<file path="src/rtl/uart_pkg.sv">
// Shared UART definitions: FSM state encoding, line idle level and the
// clocks-per-bit helper used by the receiver, transmitter and delay stages.
package uart_pkg;

  typedef enum logic [1:0] {
    UartIdle  = 2'd0,
    UartStart = 2'd1,
    UartData  = 2'd2,
    UartStop  = 2'd3
  } uart_state_e;

  localparam logic LineIdle = 1'b1;

  function automatic int unsigned cyc_per_bit(input int unsigned sys_clk,
                                              input int unsigned baud);
    return sys_clk / baud;
  endfunction

endpackage

</file>
<file path="src/rtl/uart_rx_if.sv">
// Receiver-side serial line and byte/strobe outputs of uart_rx.
interface uart_rx_if;

  logic       din;
  logic [7:0] data;
  logic       valid;
  logic       frame_err;
  logic       busy;

  modport master (
    output din,
    input  data,
    input  valid,
    input  frame_err,
    input  busy
  );

  modport slave (
    input  din,
    output data,
    output valid,
    output frame_err,
    output busy
  );

endinterface

</file>
<file path="src/rtl/uart_rx_sync.sv">
// Two-flop synchronizer for the asynchronous serial line, one extra delay
// flop and falling-edge detect. All flops reset to the idle-high level.
module uart_rx_sync
  import uart_pkg::*;
(
  input  logic clk_i,
  input  logic rst_i,
  input  logic din_i,
  output logic din_s_o,
  output logic fall_o
);

  logic meta_q, meta_d;
  logic din_s_q, din_s_d;
  logic din_d_q, din_d_d;

  always_comb begin
    meta_d  = din_i;
    din_s_d = meta_q;
    din_d_d = din_s_q;
  end

  always_ff @(posedge clk_i or posedge rst_i) begin
    if (rst_i) begin
      meta_q  <= LineIdle;
      din_s_q <= LineIdle;
      din_d_q <= LineIdle;
    end else begin
      meta_q  <= meta_d;
      din_s_q <= din_s_d;
      din_d_q <= din_d_d;
    end
  end

  assign din_s_o = din_s_q;
  assign fall_o  = din_d_q & ~din_s_q;

endmodule

</file>
<file path="src/rtl/uart_rx.sv">
// 8N1 UART receiver with a down-counting baud timer on the system clock.
// Define UART_RX_MAJORITY_EN for 2-of-3 majority sampling (one cycle later).
module uart_rx
  import uart_pkg::*;
#(
  parameter int unsigned SYSTEM_CLOCK = 32000000,
  parameter int unsigned BAUD_RATE    = 9600,
  parameter int unsigned CYC_COUNT    = cyc_per_bit(SYSTEM_CLOCK, BAUD_RATE),
  parameter int unsigned CYC_HALF     = CYC_COUNT / 2
) (
  input logic      clk,
  input logic      rst,
  uart_rx_if.slave bus
);

  localparam int unsigned CntW = $clog2(CYC_COUNT);
  localparam logic [CntW-1:0] CntFull = CntW'(CYC_COUNT - 1);
  localparam logic [CntW-1:0] CntHalf = CntW'(CYC_HALF - 1);

  localparam logic [1:0] StIdle  = UartIdle;
  localparam logic [1:0] StStart = UartStart;
  localparam logic [1:0] StData  = UartData;
  localparam logic [1:0] StStop  = UartStop;

  logic            din_s;
  logic            fall;
  logic [1:0]      state_q, state_d;
  logic [CntW-1:0] cnt_q, cnt_d;
  logic [2:0]      idx_q, idx_d;
  logic [7:0]      shreg_q, shreg_d;
  logic [7:0]      data_q, data_d;
  logic            valid_q, valid_d;
  logic            ferr_q, ferr_d;
  logic            expire;
  logic            smp_stb;
  logic            smp;

  uart_rx_sync u_sync (
    .clk_i   (clk),
    .rst_i   (rst),
    .din_i   (bus.din),
    .din_s_o (din_s),
    .fall_o  (fall)
  );

  assign expire = (state_q != StIdle) && (cnt_q == '0);

`ifdef UART_RX_MAJORITY_EN
  // Keep the two previous line samples; the decision is taken one cycle after
  // the nominal edge so that the sample after it is also available.
  logic [1:0] hist_q, hist_d;
  logic       stb_q, stb_d;

  always_comb begin
    hist_d = {hist_q[0], din_s};
    stb_d  = expire;
  end

  always_ff @(posedge clk or posedge rst) begin
    if (rst) begin
      hist_q <= {2{LineIdle}};
      stb_q  <= 1'b0;
    end else begin
      hist_q <= hist_d;
      stb_q  <= stb_d;
    end
  end

  assign smp_stb = stb_q;
  assign smp     = (hist_q[1] & hist_q[0]) | (hist_q[1] & din_s) | (hist_q[0] & din_s);
`else
  assign smp_stb = expire;
  assign smp     = din_s;
`endif

  always_comb begin
    state_d = state_q;
    cnt_d   = cnt_q;
    idx_d   = idx_q;
    shreg_d = shreg_q;
    data_d  = data_q;
    valid_d = 1'b0;
    ferr_d  = 1'b0;

    // The timer free-runs with reload while a frame is in progress.
    if (state_q != StIdle) begin
      cnt_d = expire ? CntFull : cnt_q - 1'b1;
    end

    case (state_q)
      StIdle: begin
        if (fall) begin
          state_d = StStart;
          cnt_d   = CntHalf;
        end
      end
      StStart: begin
        if (smp_stb) begin
          if (smp == LineIdle) begin
            state_d = StIdle;
          end else begin
            state_d = StData;
            idx_d   = 3'd0;
          end
        end
      end
      StData: begin
        if (smp_stb) begin
          shreg_d = {smp, shreg_q[7:1]};
          idx_d   = idx_q + 1'b1;
          if (idx_q == 3'd7) begin
            state_d = StStop;
          end
        end
      end
      StStop: begin
        if (smp_stb) begin
          state_d = StIdle;
          if (smp == LineIdle) begin
            data_d  = shreg_q;
            valid_d = 1'b1;
          end else begin
            ferr_d = 1'b1;
          end
        end
      end
      default: state_d = StIdle;
    endcase
  end

  always_ff @(posedge clk or posedge rst) begin
    if (rst) begin
      state_q <= StIdle;
      cnt_q   <= '0;
      idx_q   <= 3'd0;
      shreg_q <= 8'h00;
      data_q  <= 8'h00;
      valid_q <= 1'b0;
      ferr_q  <= 1'b0;
    end else begin
      state_q <= state_d;
      cnt_q   <= cnt_d;
      idx_q   <= idx_d;
      shreg_q <= shreg_d;
      data_q  <= data_d;
      valid_q <= valid_d;
      ferr_q  <= ferr_d;
    end
  end

  assign bus.data      = data_q;
  assign bus.valid     = valid_q;
  assign bus.frame_err = ferr_q;
  assign bus.busy      = (state_q != StIdle);

endmodule

</file>
<file path="src/flat_wrapper.sv">
// flat-port wrapper written by rule: the top's interface ports become plain ports
module uart_rx_flat import uart_pkg::*;
#(
  parameter int unsigned SYSTEM_CLOCK = 32000000,
  parameter int unsigned BAUD_RATE    = 9600,
  parameter int unsigned CYC_COUNT    = cyc_per_bit(SYSTEM_CLOCK, BAUD_RATE),
  parameter int unsigned CYC_HALF     = CYC_COUNT / 2
)
  (clk, rst, bus_din, bus_data, bus_valid, bus_frame_err, bus_busy);
  uart_rx_if bus_i ();
  input logic clk;
  input logic rst;
  input wire logic [$bits(bus_i.din)-1:0] bus_din;
  output wire logic [$bits(bus_i.data)-1:0] bus_data;
  output wire logic [$bits(bus_i.valid)-1:0] bus_valid;
  output wire logic [$bits(bus_i.frame_err)-1:0] bus_frame_err;
  output wire logic [$bits(bus_i.busy)-1:0] bus_busy;
  assign bus_i.din = bus_din;
  assign bus_data = bus_i.data;
  assign bus_valid = bus_i.valid;
  assign bus_frame_err = bus_i.frame_err;
  assign bus_busy = bus_i.busy;
  uart_rx #(.SYSTEM_CLOCK(SYSTEM_CLOCK), .BAUD_RATE(BAUD_RATE), .CYC_COUNT(CYC_COUNT), .CYC_HALF(CYC_HALF)) u_core (.clk(clk), .rst(rst), .bus(bus_i));
endmodule
</file>
<file path="config.mk">
export PLATFORM = sky130hd
export DESIGN_NAME = uart_rx_flat
export DESIGN_NICKNAME = d
export VERILOG_FILES = /design/src/rtl/uart_pkg.sv /design/src/rtl/uart_rx_if.sv /design/src/rtl/uart_rx_sync.sv /design/src/rtl/uart_rx.sv /design/src/flat_wrapper.sv
export SDC_FILE = /design/constraint.sdc
export NUM_CORES = 1
export LEC_CHECK = 0
export ABC_AREA = 1
export CAP_MARGIN = 10
export CORE_MARGIN = 1
export CORE_UTILIZATION = 55
export CTS_CLUSTER_SIZE = 12
export DETAILED_ROUTE_END_ITERATION = 10
export MAX_ROUTING_LAYER = met4
export PLACE_DENSITY = 0.73
export SETUP_SLACK_MARGIN = 0.15
export SYNTH_ARGS = -nofsm -noshare
export SYNTH_HDL_FRONTEND = slang
export SYNTH_SLANG_ARGS = --single-unit
</file>
<file path="constraint.sdc">
create_clock -name clk -period 3.95 [get_ports clk]
set_input_delay 0.79 -clock clk [delete_from_list [all_inputs] [get_ports clk]]
set_output_delay 0.79 -clock clk [all_outputs]
set_load 0.02 [all_outputs]
</file>
# [After elaboration in Yosys (flattened, before gate mapping)]
# Cells that the tools add are included.
[totals] reg_bits=38 latch_bits=0 mem_bits_rw=0 romBits=0 output_inout_bits=11 wordCells=54 mem_count=0
[op_classes] add_sub_neg=2 multipliers=0 div_mod_pow=0 magnitude_cmp=0 n_eq_ne=10 n_shift=0 mux=21 bitwise_logic=2 reduce_logical=9
[op_table] op="$mux W12" n=4
[op_table] op="$logic_not A12 Y1" n=1
[op_table] op="$mux W2" n=6
[op_table] op="$sub A12 B1 Y12 const B" n=1
[op_table] op="$ne A2 B1 Y1 const B" n=5
[op_table] op="$mux W3" n=3
[op_table] op="$pmux W2 S4" n=1
[op_table] op="$mux W1" n=6
[op_table] op="$pmux W3 S2" n=1
[op_table] op="$reduce_and A5 Y1" n=1
[op_table] op="$eq A2 B2 Y1 const B" n=2
[op_table] op="$reduce_and A4 Y1" n=1
[op_table] op="$reduce_bool A2 Y1" n=2
[op_table] op="$add A3 B1 Y3 const B" n=1
[op_table] op="$eq A3 B3 Y1 const B" n=1
[op_table] op="$reduce_and A3 Y1" n=1
[op_table] op="$eq A2 B1 Y1 const B" n=1
[op_table] op="$logic_not A2 Y1" n=1
[op_table] op="$ne A2 B2 Y1 const B" n=1
[op_table] op="$reduce_and A2 Y1" n=1
[op_table] op="$and A1 B1 Y1" n=1
[op_table] op="$logic_and A1 B1 Y1" n=1
[op_table] op="$not A1 Y1" n=1

# [Logic depth before layout (Yosys ltp)]
# Gate-level depths: netlist of run 1.
[logic_depth] depth_word=6 depth_mapped=9 depth_no_buf=9

# [By module]
# From an unflattened synthesis of run 1, not the netlist that was laid out.
[unflattened] hier_cells=216 hier_area_um2=1890.6
[modules_own_cells] module="uart_rx" n_inst=1 cells_each=210 area_per_inst_um2=1798.0 seq_area_each_um2=875.8
[modules_own_cells] module="uart_rx_sync" n_inst=1 cells_each=6 area_per_inst_um2=92.6 seq_area_each_um2=78.8

# [Worst setup path before layout of run 1]
# No wires, ideal clock.
[synth_timing] path_type="register to output" start="register with a tool-made name" end="output bus_busy" t_arrival_ps=647 required_time_ps=3160 slack_ps=2513 stages_incl_launch_ff=3 n_path_buf=0 path_cell_list="dfrtp_1 > inv_1 > nand2_4"
[synth_lines] item="end: declaration" line_no="flat_wrapper.sv:17" text="output wire logic [$bits(bus_i.busy)-1:0] bus_busy;"

==> results.yml, run 1 <==
status:
  run_status: "finished, final reports clean"
worst_setup_path:
  crit_slowest_cell: "clkdlybuf4s50_1"
  cp_cell_sequence: "inv_1, nand2_4, clkdlybuf4s50_1"
  cp-end-kind: "primary output"
  cp.arrival_ps: 1600
  worstSetupPathType: "register to primary output"
  path_buf_inv: 2
  cpPeakStageDelay_ps: 610
  crit_family: "buffers and inverters"
  cp_data_required_time_ps: 3160
  crit_fanout: 6
  start_kind: "register"
drt:
  detail-route-antenna-nets: 0
  firstDrtPassIters: 4
  vias: 1375
  via_per_inst: 5.06
  drt_iter0_markers: 60
  drc: 0
  wire_per_inst_um: 12.0
  drt_wl_total_mm: 3.28
finish:
  synthToLayoutAreaGrowth_pct: 14.0
  layout_commonest_cell: "nand2_1"
  drive_above_1_share_pct: 12.7
  num-fill-cells: 272
  nets: 235
  n_antenna_cell: 0
  final_cell_mix: "nand2_1 (75), dfrtp_1 (35), inv_1 (18)"
  postLayoutCellArea_um2: 2040
global_route:
  grt_pass1_vias: 1324
  grt_max_degree: 39
  met1_usage_pct: 27.2
  grt_util_met3_pct: 4.15
  grt_overflow: 0
  grt_use_total_pct: 22.8
  grt_pass1_wl_mm: 5.69
  gr-usage-met2_pct: 38.3
  grt.busiest_layer: "met2"
  antenna_found_initial: 0
power:
  finalPower_mw: 1.05
  cellPowerDensity_nw_per_um2: 514
  vdd_drop_max_mv: 0.265
  power_leakage_nw: 1.06
synthesis:
  synthTopCellsByArea: "dfrtp_1 (49%), nand2_1 (16%), dfstp_2 (4.4%), nand3_1 (3.9%), inv_1 (3.8%)"
  syn-num-nets: 216
  synth_top_cell_area_share_pct: 48.9
  synth_top_area_cell: "dfrtp_1"
  synthCells: 209
  synth_warnings: 0
  synth_cell_types: 27
  syn_avg_cell_area_um2: 8.57
  yosysSeqAreaShare_pct: 53.3
  ys_seq_elements: 38
  syn_area_um2: 1790
hold_path:
  worstHoldPathType: "register to register"
die:
  core_um2: 3080
  start_util_pct: 58.2
  pin_count: 14
  die_area_um2: 3490
  die_y_um: 59.1
  num_rows: 20
  die_w_um: 59.1
clock_tree:
  cts_setup_buffers: 0
  cts_hold_buffers: 0
  cts.path.max_buffers: 2
  numCtsBuffers: 5
  post_cts_resized: 0
  htree_levels: 2
  path_clk_slew_ps: 100
  cts.sinks: 38
  cts-root-buf: "clkbuf_4"
  cts_tree: "done"
  clk_latency_ps: 320
timing:
  tightest_slew_ps: 477
  relSlewSlack_pct: 68.2
  period_share_pct: 60.6
  skew_ps: 4.07
  drv_slew: 0
  hold_viol: 0
  setup_viol: 0
  rsz0062_at_grt: "no"
  max_freq_mhz: 418
  fin_tns_setup_ps: 0
  fin_hold_ws_ps: 364
  min_period_ps: 2390
placed_design:
  gp_congestion: 0.857
  place_area_um2: 1960
  port_buffers: 13
  hpwl_mm: 2.46
job:
  cap_violations: 0
[metal layers]
metal  share of wire (%)  up-vias
met2                  52       12
met4                 1.6        0
met5                   0        -
met3                 1.7        7
li1                    -      705
met1                  44      651
[per-stage QoR]
stage	instances	utilization, %	setup slack (ps)
3_3_place_gp	265	63.7	1980
4_1_cts	272	66.4	1550
3_5_place_dp	265	63.7	1930
2_1_floorplan	209	-	2300
5_1_grt	272	66.4	1510
6_report	272	66.4	1560
[area by class of cell]
| cell class | instances | area (um^2) | area share [%] |
|---|---|---|---|
| multi-input combinational | 148 | 736 | 36.0 |
| clock buffer | 6 | 51.3 | 2.51 |
| clock inverter | 1 | 30.0 | 1.47 |
| sequential | 38 | 955 | 46.7 |
| timing repair buffer | 14 | 138 | 6.74 |
| tap | 44 | 55.1 | 2.69 |
| inverter | 21 | 78.8 | 3.86 |
[cell usage after synthesis (all sizes together)]
master / instances
inv: 21
nand2: 78
xor2: 1
ha: 4
dfstp: 3
dfrtp: 35
o21ai: 17
a21oi: 3
or2: 1
a21boi: 1
xnor2: 1
o22ai: 1
buf: 2
nor3: 1
nor4: 1
nand3: 17
o211ai: 1
nand4: 2
nor2: 19
[final timing paths]
| kind | from | endpoint | slack (ps) | depth (start not counted) |
|---|---|---|---|---|
| hold reg to reg | u_core.u_sync.din_s_d | u_core.u_sync.din_s_o | 360 | 0 |
| min in group asynchronous | rst | u_core.cnt_q[5] | 850 | 3 |
| max in group asynchronous | rst | u_core.u_sync.din_d_q | 2730 | 3 |
| hold / removal | u_core.u_sync.din_s_d | u_core.u_sync.din_s_o | 360 | 0 |
| setup / recovery | register | bus_busy | 1560 | 3 |
| setup reg to reg | u_core.cnt_q[0] | u_core.bus.data[7] | 2290 | 8 |
[logic make-up (layout without fill, tap and decap cells)]
kind of cell	count (synthesis)	count (layout)	synth area share, %
adder cells (fa/ha/maj)	4	4	2.79
AND/OR/NAND/NOR	119	119	30.3
flip-flops	38	38	53.3
XOR/XNOR	2	2	0.978
buffers and inverters	23	42	5.66
AO/OA/AOI/OAI	23	23	6.98
[where the power goes]
group / internal (mW) / switching (mW) / leakage, nW
logic: 0.0981 / 0.172 / 0.530
clock network: 0.147 / 0.117 / 0.0443
registers: 0.455 / 0.0603 / 0.490
[worst reg2reg max path, stage by stage, from the launching register on]
cell	delay, ps
dfrtp_1	400
inv_1	140
ha_1	180
nand2_2	70
nor2_4	200
nand2_2	210
nor2_4	240
nand2_1	90
nand2_1	70
[registers in the layout, summed over array words and instances (netlist names), named ones only]
| register | flops |
|---|---|
| u_core.bus.data | 8 |
| u_core.shreg_q | 8 |
| u_core.idx_q | 3 |
| u_core.bus.valid | 1 |
| u_core.u_sync.din_s_d | 1 |
| u_core.cnt_q | 12 |
| u_core.state_q | 1 |
| u_core.u_sync.din_s_o | 1 |
| u_core.bus.frame_err | 1 |
| u_core.u_sync.din_d_q | 1 |
No activity file was read; power rests on OpenSTA's default activity.
==> run 2: changes to the inputs <==
CORE_UTILIZATION = 51   (was 55)
PLACE_DENSITY = 0.71   (was 0.73)
clock period = 2.1 ns   (was 3.95 ns; I/O delays follow)
==> run 2 against run 1 <==
Wire length shrank 0.95%. Critical path depth is the same. Sequential share of layout area is essentially flat. Flip-flop and latch count is the same.
==> results.yml, run 2 (synthesis gave the netlist of run 1 again) <==
worst_setup_path:
  cp.arrival_ps: 1360
  regToRegSetupSlack_ps: 450
  cp_data_required_time_ps: 1680
  worstRegToRegCells: 8
  start_kind: "register"
  cp-end-kind: "primary output"
  worstSetupPathType: "register to primary output"
  endpoint: "bus_busy"
  r2r_start: "u_core.cnt_q[0]"
  crit_fanout: 6
  r2r-end: "u_core.shreg_q[5]"
timing:
  drv_slew: 0
  setup_viol: 0
  hold_viol: 0
  min_period_ps: 1780
  tightest_slew_ps: 468
  fin_hold_ws_ps: 361
  relSlewSlack_pct: 68.8
  rsz0062_at_grt: "no"
  fin_tns_setup_ps: 0
  skew_ps: 13.7
  period_share_pct: 84.9
  max_freq_mhz: 561
power:
  finalPower_mw: 1.99
  cellPowerDensity_nw_per_um2: 971
  vdd_drop_max_mv: 0.578
  power_leakage_nw: 1.06
clock_tree:
  cts-root-buf: "clkbuf_4"
  htree_levels: 2
  cts_tree: "done"
  cts_setup_buffers: 0
  cts.sinks: 38
  cts_hold_buffers: 0
  path_clk_slew_ps: 100
  clk_latency_ps: 340
  numCtsBuffers: 5
  cts.path.max_buffers: 2
finish:
  postLayoutCellArea_um2: 2050
  layout_commonest_cell: "nand2_1"
  nets: 235
  synthToLayoutAreaGrowth_pct: 14.2
  drive_above_1_share_pct: 13.2
  regMostFlops: "u_core.cnt_q"
  regArea_um2: 956
  n_antenna_cell: 0
  largest_reg_flops: 12
  multi_input_area_um2: 736
  final_cell_mix: "nand2_1 (75), dfrtp_1 (34), inv_1 (18)"
  num-fill-cells: 309
status:
  run_status: "finished, final reports clean"
placed_design:
  hpwl_mm: 2.34
  port_buffers: 13
  gp_congestion: 0.867
  place_area_um2: 1960
drt:
  drt_wl_total_mm: 3.25
  drt_iter0_markers: 93
  drc: 0
  vias: 1358
  firstDrtPassIters: 4
  wire_per_inst_um: 11.8
  via_per_inst: 4.96
  detail-route-antenna-nets: 0
job:
  cap_violations: 0
global_route:
  antenna_found_initial: 0
  grt_max_degree: 39
  grt_overflow: 0
  grt_use_total_pct: 21.2
  grt_pass1_vias: 1262
  grt_pass1_wl_mm: 5.49
die:
  die_y_um: 61.3
  die_w_um: 61.3
  num_rows: 21
  core_um2: 3360
  die_area_um2: 3750
  pin_count: 14
  start_util_pct: 53.3
hold_path:
  worstHoldPathType: "register to register"
## run 2: cell types whose count changed in the layout (fill, tap and decap cells not counted), sizes merged
cell	before	now
clkdlybuf4s50	13	12
dlygate4sd2	0	1
## run 2: worst min-delay path by stage
stage               slack, ps                     to  cells after the start             startpoint
global placement          350  u_core.u_sync.din_s_o                      0  u_core.u_sync.din_s_d
global route              370  u_core.u_sync.din_s_o                      0  u_core.u_sync.din_s_d
CTS                       360  u_core.u_sync.din_s_o                      0  u_core.u_sync.din_s_d
finish                    360  u_core.u_sync.din_s_o                      0  u_core.u_sync.din_s_d
detailed placement        350  u_core.u_sync.din_s_o                      0  u_core.u_sync.din_s_d
floorplan                 350  u_core.u_sync.din_s_o                      0  u_core.u_sync.din_s_d
## run 2: repair_timing
| action | 4_1_cts | 5_1_grt |
|---|---|---|
| gates resized for setup | 2 | 0 |
| setup endpoints to repair | 1 | 0 |
| hold endpoints to repair | 0 | 0 |
## run 2: report_power, final
part	internal [mW]	leakage, nW	switching (mW)
registers	0.856	0.490	0.112
clock network	0.277	0.0443	0.231
logic	0.185	0.528	0.326
## run 2: layer usage
metal | part of all wire, % | vias to the layer above | GRT usage [%] | routed length, um
met5 | 0 | - | - | 0
met4 | 2.4 | 0 | 11.0 | 77
met3 | 2.6 | 8 | 4.41 | 83
met2 | 48 | 19 | 32.5 | 1560
met1 | 47 | 627 | 26.4 | 1530
li1 | - | 704 | - | -
## run 2: stage by stage
step	setup WS [ps]	cells	util, %
final	318	274	60.8
after global routing	227	274	60.8
after CTS	300	274	60.8
after detailed placement	452	267	58.4
after global placement	461	267	58.4
after floorplan	707	209	-
## run 2: critical path: stages, from the launching register on
cell,delay [ps]
dfrtp_1,420
inv_1,180
nand2_4,100
dlygate4sd2_1,330
## run 2: area by class of cell
class,count,area share (%)
Clock buffer,6,2.51
Multi-Input combinational cell,148,36.0
Inverter,21,3.85
Tap cell,46,2.81
Timing Repair Buffer,14,6.67
Sequential cell,38,46.7
Clock inverter,1,1.47
==> run 3: changes to the inputs <==
CORE_UTILIZATION = 55   (was 51)
PLACE_DENSITY = 0.73   (was 0.71)
clock period = 1.83 ns   (was 2.1 ns; I/O delays follow)
==> run 3 against run 2 <==
Die area fell by 7.0%. Flip-flop and latch count did not move. Hold slack got worse by 16 ps. Cell count rose by 1.1%. Sequential share of layout area fell by 0.70 points. Highest routed layer unchanged. Critical path type is now register to register.
==> results.yml, run 3 (synthesis gave the netlist of run 1 again) <==
status:
  run_status: "finished, final reports clean"
finish:
  nets: 239
  num-fill-cells: 272
  final_cell_mix: "nand2_1 (75), dfrtp_1 (34), inv_1 (16)"
  synthToLayoutAreaGrowth_pct: 15.9
  drive_above_1_share_pct: 15.5
  regMostFlops: "u_core.cnt_q"
  final_util_pct: 67.5
  n_antenna_cell: 0
  layout_commonest_cell: "nand2_1"
  largest_reg_flops: 12
worst_setup_path:
  cp_cell_sequence: "nor2_2, nand3_2, nor2_4, nand3_2, nand2_1, inv_1, nand2_1"
  regToRegSetupSlack_ps: 250
  r2r-end: "u_core.cnt_q[10]"
  path_buf_inv: 1
  crit_family: "simple AND/OR/NAND/NOR gates"
  crit_slowest_cell: "dfrtp_1"
  worstSetupPathType: "register to register"
  crit_fanout: 6
  cp.arrival_ps: 1870
  r2r_start: "u_core.cnt_q[9]"
  worstRegToRegCells: 7
  cp-end-kind: "register"
  cpPeakStageDelay_ps: 450
  start_kind: "register"
  cp_data_required_time_ps: 2120
timing:
  hold_viol: 0
  fin_hold_ws_ps: 345
  relSlewSlack_pct: 65.1
  period_share_pct: 86.4
  skew_ps: 18.0
  rsz0062_at_grt: "yes"
  tightest_slew_ps: 522
  fin_tns_setup_ps: 0
  min_period_ps: 1580
  drv_slew: 0
  max_freq_mhz: 632
  setup_viol: 0
placed_design:
  hpwl_mm: 2.51
  port_buffers: 13
  gp_congestion: 0.829
drt:
  drt_iter0_markers: 72
  drt_wl_total_mm: 3.48
  wire_per_inst_um: 12.6
  via_per_inst: 5.17
  detail-route-antenna-nets: 0
  vias: 1432
  drc: 0
  firstDrtPassIters: 4
clock_tree:
  cts-root-buf: "clkbuf_4"
  cts.path.max_buffers: 2
  htree_levels: 2
  path_clk_slew_ps: 120
  cts_tree: "done"
  cts.sinks: 38
  numCtsBuffers: 5
  clk_latency_ps: 360
global_route:
  grt_max_degree: 39
  grt_pass1_vias: 1379
  grt_overflow: 0
  grt_pass1_wl_mm: 5.82
  antenna_found_initial: 0
  grt_use_total_pct: 23.7
power:
  p_comb_share_pct: 28.6
  vdd_drop_max_mv: 0.605
  p_clk_share_pct: 19.5
  power_leakage_nw: 1.16
  finalPower_mw: 2.16
  seq_power_share_pct: 51.9
  p_int_mw: 1.36
  swShare_pct: 37.1
  switching_power_uw: 802
  cellPowerDensity_nw_per_um2: 1040
die:
  num_rows: 20
  die_y_um: 59.1
  pin_count: 14
  core_um2: 3080
  die_area_um2: 3490
  die_w_um: 59.1
  start_util_pct: 58.2
hold_path:
  worstHoldPathType: "input pin to asynchronous set/reset pin"
job:
  cap_violations: 0
run 3: power by group through the flow:
stage | registers, mW | logic (mW) | clock network [mW]
floorplan | 1.10 | 0.484 | 0
global placement | 1.13 | 0.573 | 0
detailed placement | 1.13 | 0.596 | 0
CTS | 1.12 | 0.600 | 0.433
global route | 1.14 | 0.713 | 0.461
finish | 1.12 | 0.618 | 0.420
run 3: worst max-delay path by stage:
stage | startpoint | endpoint | slack [ps] | depth (start not counted)
after CTS | u_core.state_q[0] | bus_busy | 120 | 3
final | u_core.cnt_q[9] | u_core.cnt_q[10] | 250 | 7
after global routing | u_core.cnt_q[0] | u_core.cnt_q[10] | 140 | 8
after detailed placement | u_core.cnt_q[0] | u_core.bus.data[2] | 180 | 8
after floorplan | u_core.cnt_q[0] | u_core.bus.data[0] | 440 | 8
after global placement | register | bus_busy | 250 | 3
run 3: cell type report:
class	instances	area, um^2	area share, %
clock buffer	7	45.0	2.17
multi-input combinational	149	768	37.0
tap	44	55.1	2.65
inverter	21	78.8	3.80
clock inverter	1	7.51	0.361
timing repair buffer	17	166	8.01
sequential	38	956	46.0
run 3: timing repair:
item,in CTS,in global routing
gates cloned,0,1
hold endpoints to repair,0,0
endpoints found under the setup margin,8,23
setup buffers,0,3
resized for setup,9,11
hold buffers,0,0
pin swaps,0,2
run 3: layer usage:
metal / wire (um) / global-route usage (%) / vias to the layer above / share of wire, %
li1: - / - / 710 / -
met1: 1570 / 27.5 / 699 / 45
met2: 1760 / 37.5 / 13 / 51
met3: 66 / 4.80 / 10 / 1.9
met4: 82 / 15.3 / 0 / 2.4
met5: 0 / - / - / 0
run 3: worst reg2reg max path: stages (launching register included):
cell and delay (ps):
dfrtp_1 450, nor2_2 170, nand3_2 130, nor2_4 290, nand3_2 180, nand2_1 210, inv_1 60, nand2_1 60
run 3: per-stage QoR:
stage                     area [um^2]  worst slack [ps]  cells
after floorplan                  1790               437    209
after CTS                        2020               117    273
final                            2080               248    277
after global placement           1970               254    265
after detailed placement         1970               180    265
after global routing             2080               136    277
